==> src/rtl/sequenciador_rega.sv <==
// Irrigation cycle scheduler: manual/periodic arbitration, fill, watering, cleaning and drain phases.
// Optional completed-cycle counter output enabled by defining SEQ_CONTADOR_CICLOS_EN.
module sequenciador_rega #(
  parameter int unsigned PERIODO_AUTO   = 60,
  parameter int unsigned T_ASPERSAO     = 10,
  parameter int unsigned T_GOTEJAMENTO  = 20,
  parameter int unsigned T_LIMPEZA      = 5,
  parameter int unsigned TIMEOUT_ENCHER = 30,
  parameter int unsigned TW             = 8
) (
  input  logic       clk,
  input  logic       reset,
  input  logic       tick,
  input  logic       start_manual,
  input  logic [1:0] manual_mode,
  input  logic       Nivel_cheio,
  input  logic       Vazio,
  input  logic       ack_erro,
  output logic [1:0] REGA_Mode,
  output logic       pedido_encher,
  output logic       busy,
  output logic       erro_timeout,
  output logic [2:0] estado
`ifdef SEQ_CONTADOR_CICLOS_EN
  ,
  output logic [7:0] ciclos
`endif
);

  localparam int unsigned CW = TW + 1;

  localparam logic [2:0] S_IDLE     = 3'd0;
  localparam logic [2:0] S_ENCHER   = 3'd1;
  localparam logic [2:0] S_REGAR    = 3'd2;
  localparam logic [2:0] S_LIMPAR   = 3'd3;
  localparam logic [2:0] S_ESVAZIAR = 3'd4;
  localparam logic [2:0] S_ERRO     = 3'd5;

  localparam logic [1:0] M_NONE = 2'b00;
  localparam logic [1:0] M_GOT  = 2'b01;
  localparam logic [1:0] M_ASP  = 2'b10;
  localparam logic [1:0] M_LIMP = 2'b11;

  localparam logic [TW-1:0] L_PER  = TW'(PERIODO_AUTO);
  localparam logic [CW-1:0] L_ASP  = CW'(T_ASPERSAO);
  localparam logic [CW-1:0] L_GOT  = CW'(T_GOTEJAMENTO);
  localparam logic [CW-1:0] L_LIMP = CW'(T_LIMPEZA);
  localparam logic [CW-1:0] L_TOUT = CW'(TIMEOUT_ENCHER);

  logic [2:0]    r_state, w_state_nx;
  logic [1:0]    r_mode, w_mode_nx;
  logic [TW-1:0] r_cnt, w_cnt_nx;
  logic [TW-1:0] r_per, w_per_nx;
  logic          r_pend, w_pend_nx;
  logic          r_alt, w_alt_nx;
  logic [1:0]    w_rm_nx;
  logic          w_ped_nx;
  logic          w_err_nx;
  logic          w_per_exp;
  logic [CW-1:0] w_cnt_inc;
  logic [CW-1:0] w_lim_regar;

  assign w_per_exp   = tick && (r_per <= TW'(1));
  assign w_cnt_inc   = CW'(r_cnt) + CW'(1);
  assign w_lim_regar = (r_mode == M_ASP) ? L_ASP : L_GOT;

  // Next-state, phase timing, period arbitration and next registered outputs
  always_comb begin
    w_state_nx = r_state;
    w_mode_nx  = r_mode;
    w_cnt_nx   = r_cnt;
    w_per_nx   = r_per;
    w_pend_nx  = r_pend;
    w_alt_nx   = r_alt;
    w_rm_nx    = M_NONE;
    w_ped_nx   = 1'b0;
    w_err_nx   = 1'b0;

    if (tick) begin
      if (w_per_exp) begin
        w_per_nx  = L_PER;
        w_pend_nx = 1'b1;
      end else begin
        w_per_nx = r_per - TW'(1);
      end
    end

    case (r_state)
      S_IDLE: begin
        w_cnt_nx = '0;
        if (start_manual && (manual_mode != M_NONE)) begin
          w_mode_nx  = manual_mode;
          w_state_nx = (manual_mode == M_LIMP) ? S_LIMPAR : S_ENCHER;
          w_pend_nx  = 1'b0;
          w_per_nx   = L_PER;
        end else if (r_pend) begin
          w_mode_nx  = r_alt ? M_GOT : M_ASP;
          w_alt_nx   = ~r_alt;
          w_state_nx = S_ENCHER;
          // a fresh expiry on this same tick must not be lost
          w_pend_nx  = w_per_exp;
        end
      end
      S_ENCHER: begin
        if (Nivel_cheio) begin
          w_state_nx = S_REGAR;
          w_cnt_nx   = '0;
        end else if (tick) begin
          if (w_cnt_inc >= L_TOUT) begin
            w_state_nx = S_ERRO;
            w_cnt_nx   = '0;
          end else begin
            w_cnt_nx = w_cnt_inc[TW-1:0];
          end
        end
      end
      S_REGAR: begin
        if (Vazio) begin
          w_state_nx = S_LIMPAR;
          w_cnt_nx   = '0;
        end else if (tick) begin
          if (w_cnt_inc >= w_lim_regar) begin
            w_state_nx = S_LIMPAR;
            w_cnt_nx   = '0;
          end else begin
            w_cnt_nx = w_cnt_inc[TW-1:0];
          end
        end
      end
      S_LIMPAR: begin
        if (tick) begin
          if (w_cnt_inc >= L_LIMP) begin
            w_state_nx = S_ESVAZIAR;
            w_cnt_nx   = '0;
          end else begin
            w_cnt_nx = w_cnt_inc[TW-1:0];
          end
        end
      end
      S_ESVAZIAR: begin
        if (Vazio) w_state_nx = S_IDLE;
      end
      S_ERRO: begin
        w_cnt_nx = '0;
        if (ack_erro) w_state_nx = S_IDLE;
      end
      default: begin
        w_state_nx = S_IDLE;
        w_cnt_nx   = '0;
      end
    endcase

    case (w_state_nx)
      S_ENCHER:               w_ped_nx = 1'b1;
      S_REGAR:                w_rm_nx  = w_mode_nx;
      S_LIMPAR, S_ESVAZIAR:   w_rm_nx  = M_LIMP;
      S_ERRO:                 w_err_nx = 1'b1;
      default:                w_rm_nx  = M_NONE;
    endcase
  end

  always_ff @(posedge clk) begin
    if (reset) begin
      r_state       <= S_IDLE;
      r_mode        <= M_NONE;
      r_cnt         <= '0;
      r_per         <= L_PER;
      r_pend        <= 1'b0;
      r_alt         <= 1'b0;
      REGA_Mode     <= M_NONE;
      pedido_encher <= 1'b0;
      erro_timeout  <= 1'b0;
    end else begin
      r_state       <= w_state_nx;
      r_mode        <= w_mode_nx;
      r_cnt         <= w_cnt_nx;
      r_per         <= w_per_nx;
      r_pend        <= w_pend_nx;
      r_alt         <= w_alt_nx;
      REGA_Mode     <= w_rm_nx;
      pedido_encher <= w_ped_nx;
      erro_timeout  <= w_err_nx;
    end
  end

  assign busy   = (r_state != S_IDLE);
  assign estado = r_state;

`ifdef SEQ_CONTADOR_CICLOS_EN
  // Completed cycles only: a drain that returns to IDLE; saturating
  logic [7:0] r_ciclos;

  always_ff @(posedge clk) begin
    if (reset) begin
      r_ciclos <= 8'd0;
    end else if ((r_state == S_ESVAZIAR) && (w_state_nx == S_IDLE) && (r_ciclos != 8'hFF)) begin
      r_ciclos <= r_ciclos + 8'd1;
    end
  end

  assign ciclos = r_ciclos;
`endif

endmodule

==> config.mk <==
export PLATFORM = sky130hd
export DESIGN_NAME = sequenciador_rega
export DESIGN_NICKNAME = d
export VERILOG_FILES = /design/src/rtl/sequenciador_rega.sv
export SDC_FILE = /design/constraint.sdc
export NUM_CORES = 1
export LEC_CHECK = 0
export BUFFER_PORTS_ARGS = -buffer_cell sky130_fd_sc_hd__buf_2
export CORE_MARGIN = 2
export CORE_UTILIZATION = 50
export CTS_CLUSTER_SIZE = 40
export DETAILED_ROUTE_END_ITERATION = 16
export PLACE_DENSITY = 0.67
export REMOVE_ABC_BUFFERS = 1
export SLEW_MARGIN = 30
export SYNTH_ARGS = -nofsm -noshare
export SYNTH_HDL_FRONTEND = slang
export SYNTH_SLANG_ARGS = --single-unit
==> constraint.sdc <==
create_clock -name clk -period 4 [get_ports clk]
set_clock_uncertainty 0.05 [all_clocks]
set_input_delay 0.8 -clock clk [delete_from_list [all_inputs] [get_ports clk]]
set_output_delay 0.8 -clock clk [all_outputs]
set_load 0.05 [all_outputs]
==> flow_summary.toml, run 1 <==
[routing]
ant_nets = 0
num_vias = 1384
met1Wirelength_mm = 1.65
vias_per_cell = 5.49
drcViolationCount = 0
met3_length_um = 106
drt-initial-drc-count = 111
top_layer = "met4"
dr.pass1.iters = 4
wl_met2_mm = 1.49
wl_per_cell_um = 12.9
wl_mm = 3.26

[synth]
synthCells = 198
synthTopCellsByArea = "dfxtp_1 (33%), ha_1 (5.4%), nand2_1 (5.1%)"
synth_xor_xnor_area_share_pct = 5.96
yosys.area_share.simple_pct = 29.4
synth_mux_area_share_pct = 3.25
synthFlopType = "dfxtp_1"
yosysMostFrequentCell = "dfxtp_1"
yosysTopAreaCell = "dfxtp_1"
synth_top_family_by_area = "simple AND/OR/NAND/NOR gates"
ys_seq_area_share_pct = 33.5
synth-adder-area-share_pct = 5.42
synth-compound-area-share_pct = 17.3
synthDominantCellAreaShare_pct = 33.5
synthArstFlopShare_pct = 0
yosys_register_bits = 27
ys_warn_count = 0
synth-edff-count = 0
netlist_area_mm2 = 0.00162
avgSynthCellArea_um2 = 8.16
synth_cell_types = 45
synth_common_cells = "dfxtp_1 (27), nand2_1 (22), a21oi_1 (15)"

[clocking]
numCtsBuffers = 3
root_buffer = "clkbuf_4"
cts_resized = 0
clk_pin_slew_ns = 0.14
h-tree-depth = 1
cts_setup_buffers = 0
cts_sinks = 27
clk_latency_ns = 0.31
cts.path.max_buffers = 2
cts_tree = "yes"
ctsHoldBuffers = 0

[finish]
area_growth_pct = 6.89
n_antenna_cell = 0
nets = 225
fillCellCount = 303
regArea_um2 = 541
design_area_mm2 = 0.00173
drive_above_1_share_pct = 14.4
layout.cells.non_filler = 252
multi_input_area_um2 = 991
post-route-util_pct = 56.6

[timing]
rsz0062_at_grt = "no"
min_period_ns = 3.11
hold_violations = 0
fin_crit_sh_pct = 77.8
finalSetupViolCount = 0
slew_viol_final = 0
hold_ws_ns = 0.416
max_freq_mhz = 321
fin_setup_tns_ns = 0
slew_headroom_pct = 56.4
worst_pin_slew_ns = 0.649

[min_path]
hold_path_depth = 2
min_from = "r_alt$_SDFFE_PP0P_"
worstHoldPathType = "flip-flop to flip-flop"

[die]
core_area_mm2 = 0.00305
start_util_pct = 52.9
dieWidth_um = 60.8
rows = 20
die_area_mm2 = 0.00370
ios = 17
die_y_um = 60.8

[setup_path]
startpoint_type = "flip-flop"
crit_required_ns = 4.17
crit_path_end_kind = "flip-flop"
max_stage_delay_ns = 0.51
r2r-start = "r_cnt[0]$_SDFFE_PP0P_"
cp.arrival_ns = 3.28
path_class = "flip-flop to flip-flop"
crit_start = "r_cnt[0]$_SDFFE_PP0P_"
timing.critical_path.depth = 10
cp.buffers_inverters = 2
critPathTopFamily = "simple AND/OR/NAND/NOR gates"
crit_fanout = 9
slowest_stage = "nor4_1"
reg2reg_depth = 10
path_cells = "inv_1 -> ha_1 -> inv_1 -> ha_1 -> a21bo_2 -> a21oi_1 -> a211oi_1 -> nor4_1 -> and3_4 -> mux2_1"

[global_route]
grt.total_usage_pct = 19.4
grt_first_pass_wirelength_mm = 5.46
antenna_found_initial = 0
grt_start_max_net_pins = 18
grt-ovfl-total = 0
grt_pass1_vias = 1292

[power]
p_per_area_mw_per_mm2 = 336
p_leak_uw = 0.000654
max-vdd-ir-drop_uv = 137

[placed_design]
dp_hpwl_mm = 2.52
dp_cells = 248
placed_area_mm2 = 0.00170
io_buffers = 16
gp_congestion = 0.852

[run_status]
status = "finished clean"

[flow_run]
drv_cap = 0
[worst paths after layout]
path,end,slack [ns]
min reg2reg,r_alt$_SDFFE_PP0P_,0.42
min,r_alt$_SDFFE_PP0P_,0.42
max reg2reg,REGA_Mode[1]$_SDFF_PP0_,0.89
max,REGA_Mode[1]$_SDFF_PP0_,0.89
[placed cells by master, fill, tap and decap left out, types with 2 or more instances in the layout]
master / synthesis / layout
a211oi_1: 2 / 2
clkbuf_4: 0 / 3
mux2_1: 2 / 2
o31ai_1: 3 / 3
and3_1: 2 / 2
o21ai_0: 6 / 6
buf_2: 1 / 16
and2_1: 5 / 5
nand4_1: 3 / 3
nor3_1: 13 / 13
nand2_1: 22 / 22
nand2b_1: 3 / 3
xor2_1: 7 / 7
a22oi_1: 2 / 2
nor4_1: 2 / 2
inv_1: 7 / 7
xnor2_1: 4 / 4
ha_1: 7 / 7
a31oi_1: 2 / 2
dfxtp_1: 27 / 27
mux2i_1: 3 / 3
nor2_1: 13 / 13
nand3_1: 4 / 4
or3_1: 9 / 9
a21oi_1: 15 / 15
nor2b_1: 6 / 6
[final cells by class]
cell class,count,share of cell area [%]
Inverter,7,1.52
Tap cell,44,3.19
Clock buffer,4,1.52
Sequential cell,27,31.3
Multi-Input combinational cell,153,57.4
Timing Repair Buffer,17,5.07
[sequential cells by signal (all words and copies together) (netlist names)]
name,cells
r_pend,1
pedido_encher,1
estado,3
erro_timeout,1
REGA_Mode,2
r_alt,1
r_mode,2
r_per,8
r_cnt,8
[per-layer routing]
metal | global-route usage, % | up-vias
met5 | 0 | -
met4 | 5.28 | 0
met3 | 2.56 | 2
met2 | 33.0 | 23
met1 | 25.8 | 632
li1 | - | 727
[through the flow]
step	worst slack, ns	power (µW)
6_report	0.887	580
5_1_grt	0.660	618
4_1_cts	0.917	585
3_5_place_dp	0.943	471
3_3_place_gp	0.992	467
2_1_floorplan	1.17	427
[tightest hold or removal path, cell delays in order (launching register included)]
cell,delay [ns]
dfxtp_1,0.33
nand2_1,0.05
a21oi_1,0.05
[logic make-up (layout without fill, tap and decap cells)]
family / Yosys count / in the layout
XOR/XNOR: 11 / 11
multiplexers: 5 / 5
AO/OA/AOI/OAI: 40 / 40
flip-flops: 27 / 27
adder cells (fa/ha/maj): 7 / 7
buffers and inverters: 18 / 28
AND/OR/NAND/NOR: 90 / 90
[report_power, final]
group | switching [µW] | total, µW | internal (µW) | leakage (µW)
Combinational | 105 | 161 | 55.6 | 0.000419
Clock | 74.9 | 114 | 38.9 | 0.0000150
Sequential | 19.7 | 305 | 285 | 0.000220
No activity file was read; power rests on OpenSTA's default activity.
==> run 2, diff against run 1 <==
==> constraint.sdc (replaced) <==
create_clock -name clk -period 3 [get_ports clk]
set_clock_uncertainty 0.05 [all_clocks]
set_input_delay 0.6 -clock clk [delete_from_list [all_inputs] [get_ports clk]]
set_output_delay 0.6 -clock clk [all_outputs]
set_load 0.05 [all_outputs]
==> run 2 against run 1 <==
  * Non-clock buffer count rose by 2
  * Register-to-register slack got worse by 0.65 ns
  * Die area did not move
  * Sequential power is 33% higher
  * Flip-flop and latch count did not move
  * Sequential share of layout area shrank 0.42 points
  * Count of clock-buffer cells in the layout fell by 1
  * Design area up 1.6%
  * Wire length up 3.8%
  * Critical endpoint unchanged
  * Clock power increased by 43%
==> flow_summary.toml, run 2 (synthesis results as in run 1) <==
[run_status]
status = "finished clean"

[die]
ios = 17
dieWidth_um = 60.8
core_area_mm2 = 0.00305
rows = 20
die_y_um = 60.8
start_util_pct = 52.9
die_area_mm2 = 0.00370

[clocking]
numCtsBuffers = 3
root_buffer = "clkbuf_4"
clk_pin_slew_ns = 0.15
cts.path.max_buffers = 2
cts_setup_buffers = 0
cts_sinks = 27
cts_tree = "yes"
ctsHoldBuffers = 0
h-tree-depth = 1
clk_latency_ns = 0.33
cts_resized = 0

[finish]
final_common_cell = "dfxtp_1"
fillCellCount = 304
post-route-util_pct = 57.5
n_antenna_cell = 0
area_growth_pct = 8.60
design_area_mm2 = 0.00175
layout_common_cells = "dfxtp_1 (26), nand2_1 (22), buf_2 (16), a21oi_1 (14)"
multi_input_area_mm2 = 0.00100
regArea_um2 = 542
drive_above_1_share_pct = 17.1
nets = 227

[setup_path]
cp.arrival_ns = 2.95
crit_fanout = 6
startpoint_type = "flip-flop"
crit_required_ns = 3.19
r2r_end = "REGA_Mode[1]$_SDFF_PP0_"
r2r-start = "r_cnt[1]$_SDFFE_PP0P_"
reg2reg_depth = 10
path_class = "flip-flop to flip-flop"
r2r_slack_ns = 0.24
crit_path_end_kind = "flip-flop"

[routing]
num_vias = 1389
vias_per_cell = 5.47
dr.pass1.iters = 4
drt-initial-drc-count = 74
drcViolationCount = 0
ant_nets = 0
wl_per_cell_um = 13.3
wl_mm = 3.39

[global_route]
grt_first_pass_wirelength_mm = 5.80
grt_pass1_vias = 1319
grt-ovfl-total = 0
antenna_found_initial = 0
grt.total_usage_pct = 20.8
grt_start_max_net_pins = 18

[placed_design]
gp_congestion = 0.862
dp_hpwl_mm = 2.54
io_buffers = 16
placed_area_mm2 = 0.00172

[timing]
min_period_ns = 2.76
worst_pin_slew_ns = 0.560
slew_headroom_pct = 62.4
hold_violations = 0
slew_viol_final = 0
rsz0062_at_grt = "no"
fin_setup_tns_ns = 0
hold_ws_ns = 0.420
finalSetupViolCount = 0
fin_crit_sh_pct = 92.2
max_freq_mhz = 362

[min_path]
min_from = "r_alt$_SDFFE_PP0P_"
worstHoldPathType = "flip-flop to flip-flop"
holdPathEnd = "r_alt$_SDFFE_PP0P_"
hold_path_depth = 2

[power]
power.total_uw = 793
p_leak_uw = 0.000670
max-vdd-ir-drop_uv = 158
p_per_area_mw_per_mm2 = 452

[flow_run]
drv_cap = 0
==> run 2: cell types whose count changed in the layout (fill, tap and decap cells not counted), sizes merged <==
| cell | change |
|---|---|
| clkinv | +1 |
| clkbuf | -1 |
| buf | +2 |
==> run 2: how the worst max path moves through the flow <==
stage	start	endpoint	slack (ns)	cells after the start
global route	r_cnt[1]$_SDFFE_PP0P_	REGA_Mode[0]$_SDFF_PP0_	0.02	10
detailed placement	r_cnt[0]$_SDFFE_PP0P_	REGA_Mode[0]$_SDFF_PP0_	0.12	10
finish	r_cnt[1]$_SDFFE_PP0P_	REGA_Mode[1]$_SDFF_PP0_	0.24	10
global placement	r_cnt[1]$_SDFFE_PP0P_	REGA_Mode[0]$_SDFF_PP0_	0.16	10
floorplan	estado[1]$_SDFF_PP0_	REGA_Mode[0]$_SDFF_PP0_	0.17	6
CTS	r_cnt[0]$_SDFFE_PP0P_	REGA_Mode[0]$_SDFF_PP0_	0.06	10
==> run 2: through the flow <==
stage	setup slack, ns	instances
global route	0.0241	254
floorplan	0.166	187
detailed placement	0.117	250
global placement	0.156	250
CTS	0.0587	254
finish	0.235	254
==> run 2: critical path: stages (launching register included) <==
cell,delay (ns)
dfxtp_1,0.43
inv_1,0.09
ha_1,0.33
inv_1,0.06
ha_1,0.29
a21bo_2,0.23
a21oi_2,0.18
a211oi_1,0.10
nor4_2,0.34
and3_4,0.25
mux2_1,0.31
==> run 2: layer usage <==
layer  wire (µm)  global-route usage [%]
met5           0                       0
met2        1530                    35.6
met3         129                    2.56
met4          63                    7.45
met1        1670                    26.8
==> run 2: layout make-up <==
cell class                      count  area share [%]
Sequential cell                    27            30.9
Inverter                            7            1.50
Tap cell                           44            3.14
Multi-Input combinational cell    153            57.1
Timing Repair Buffer               19            5.85
Clock inverter                      1           0.285
Clock buffer                        3            1.28
==> run 2: report_power, final <==
part,switching (µW),leakage [µW],internal (µW)
combinational,144,0.000432,80.0
sequential,25.7,0.000220,381
clock,113,0.0000177,50.2
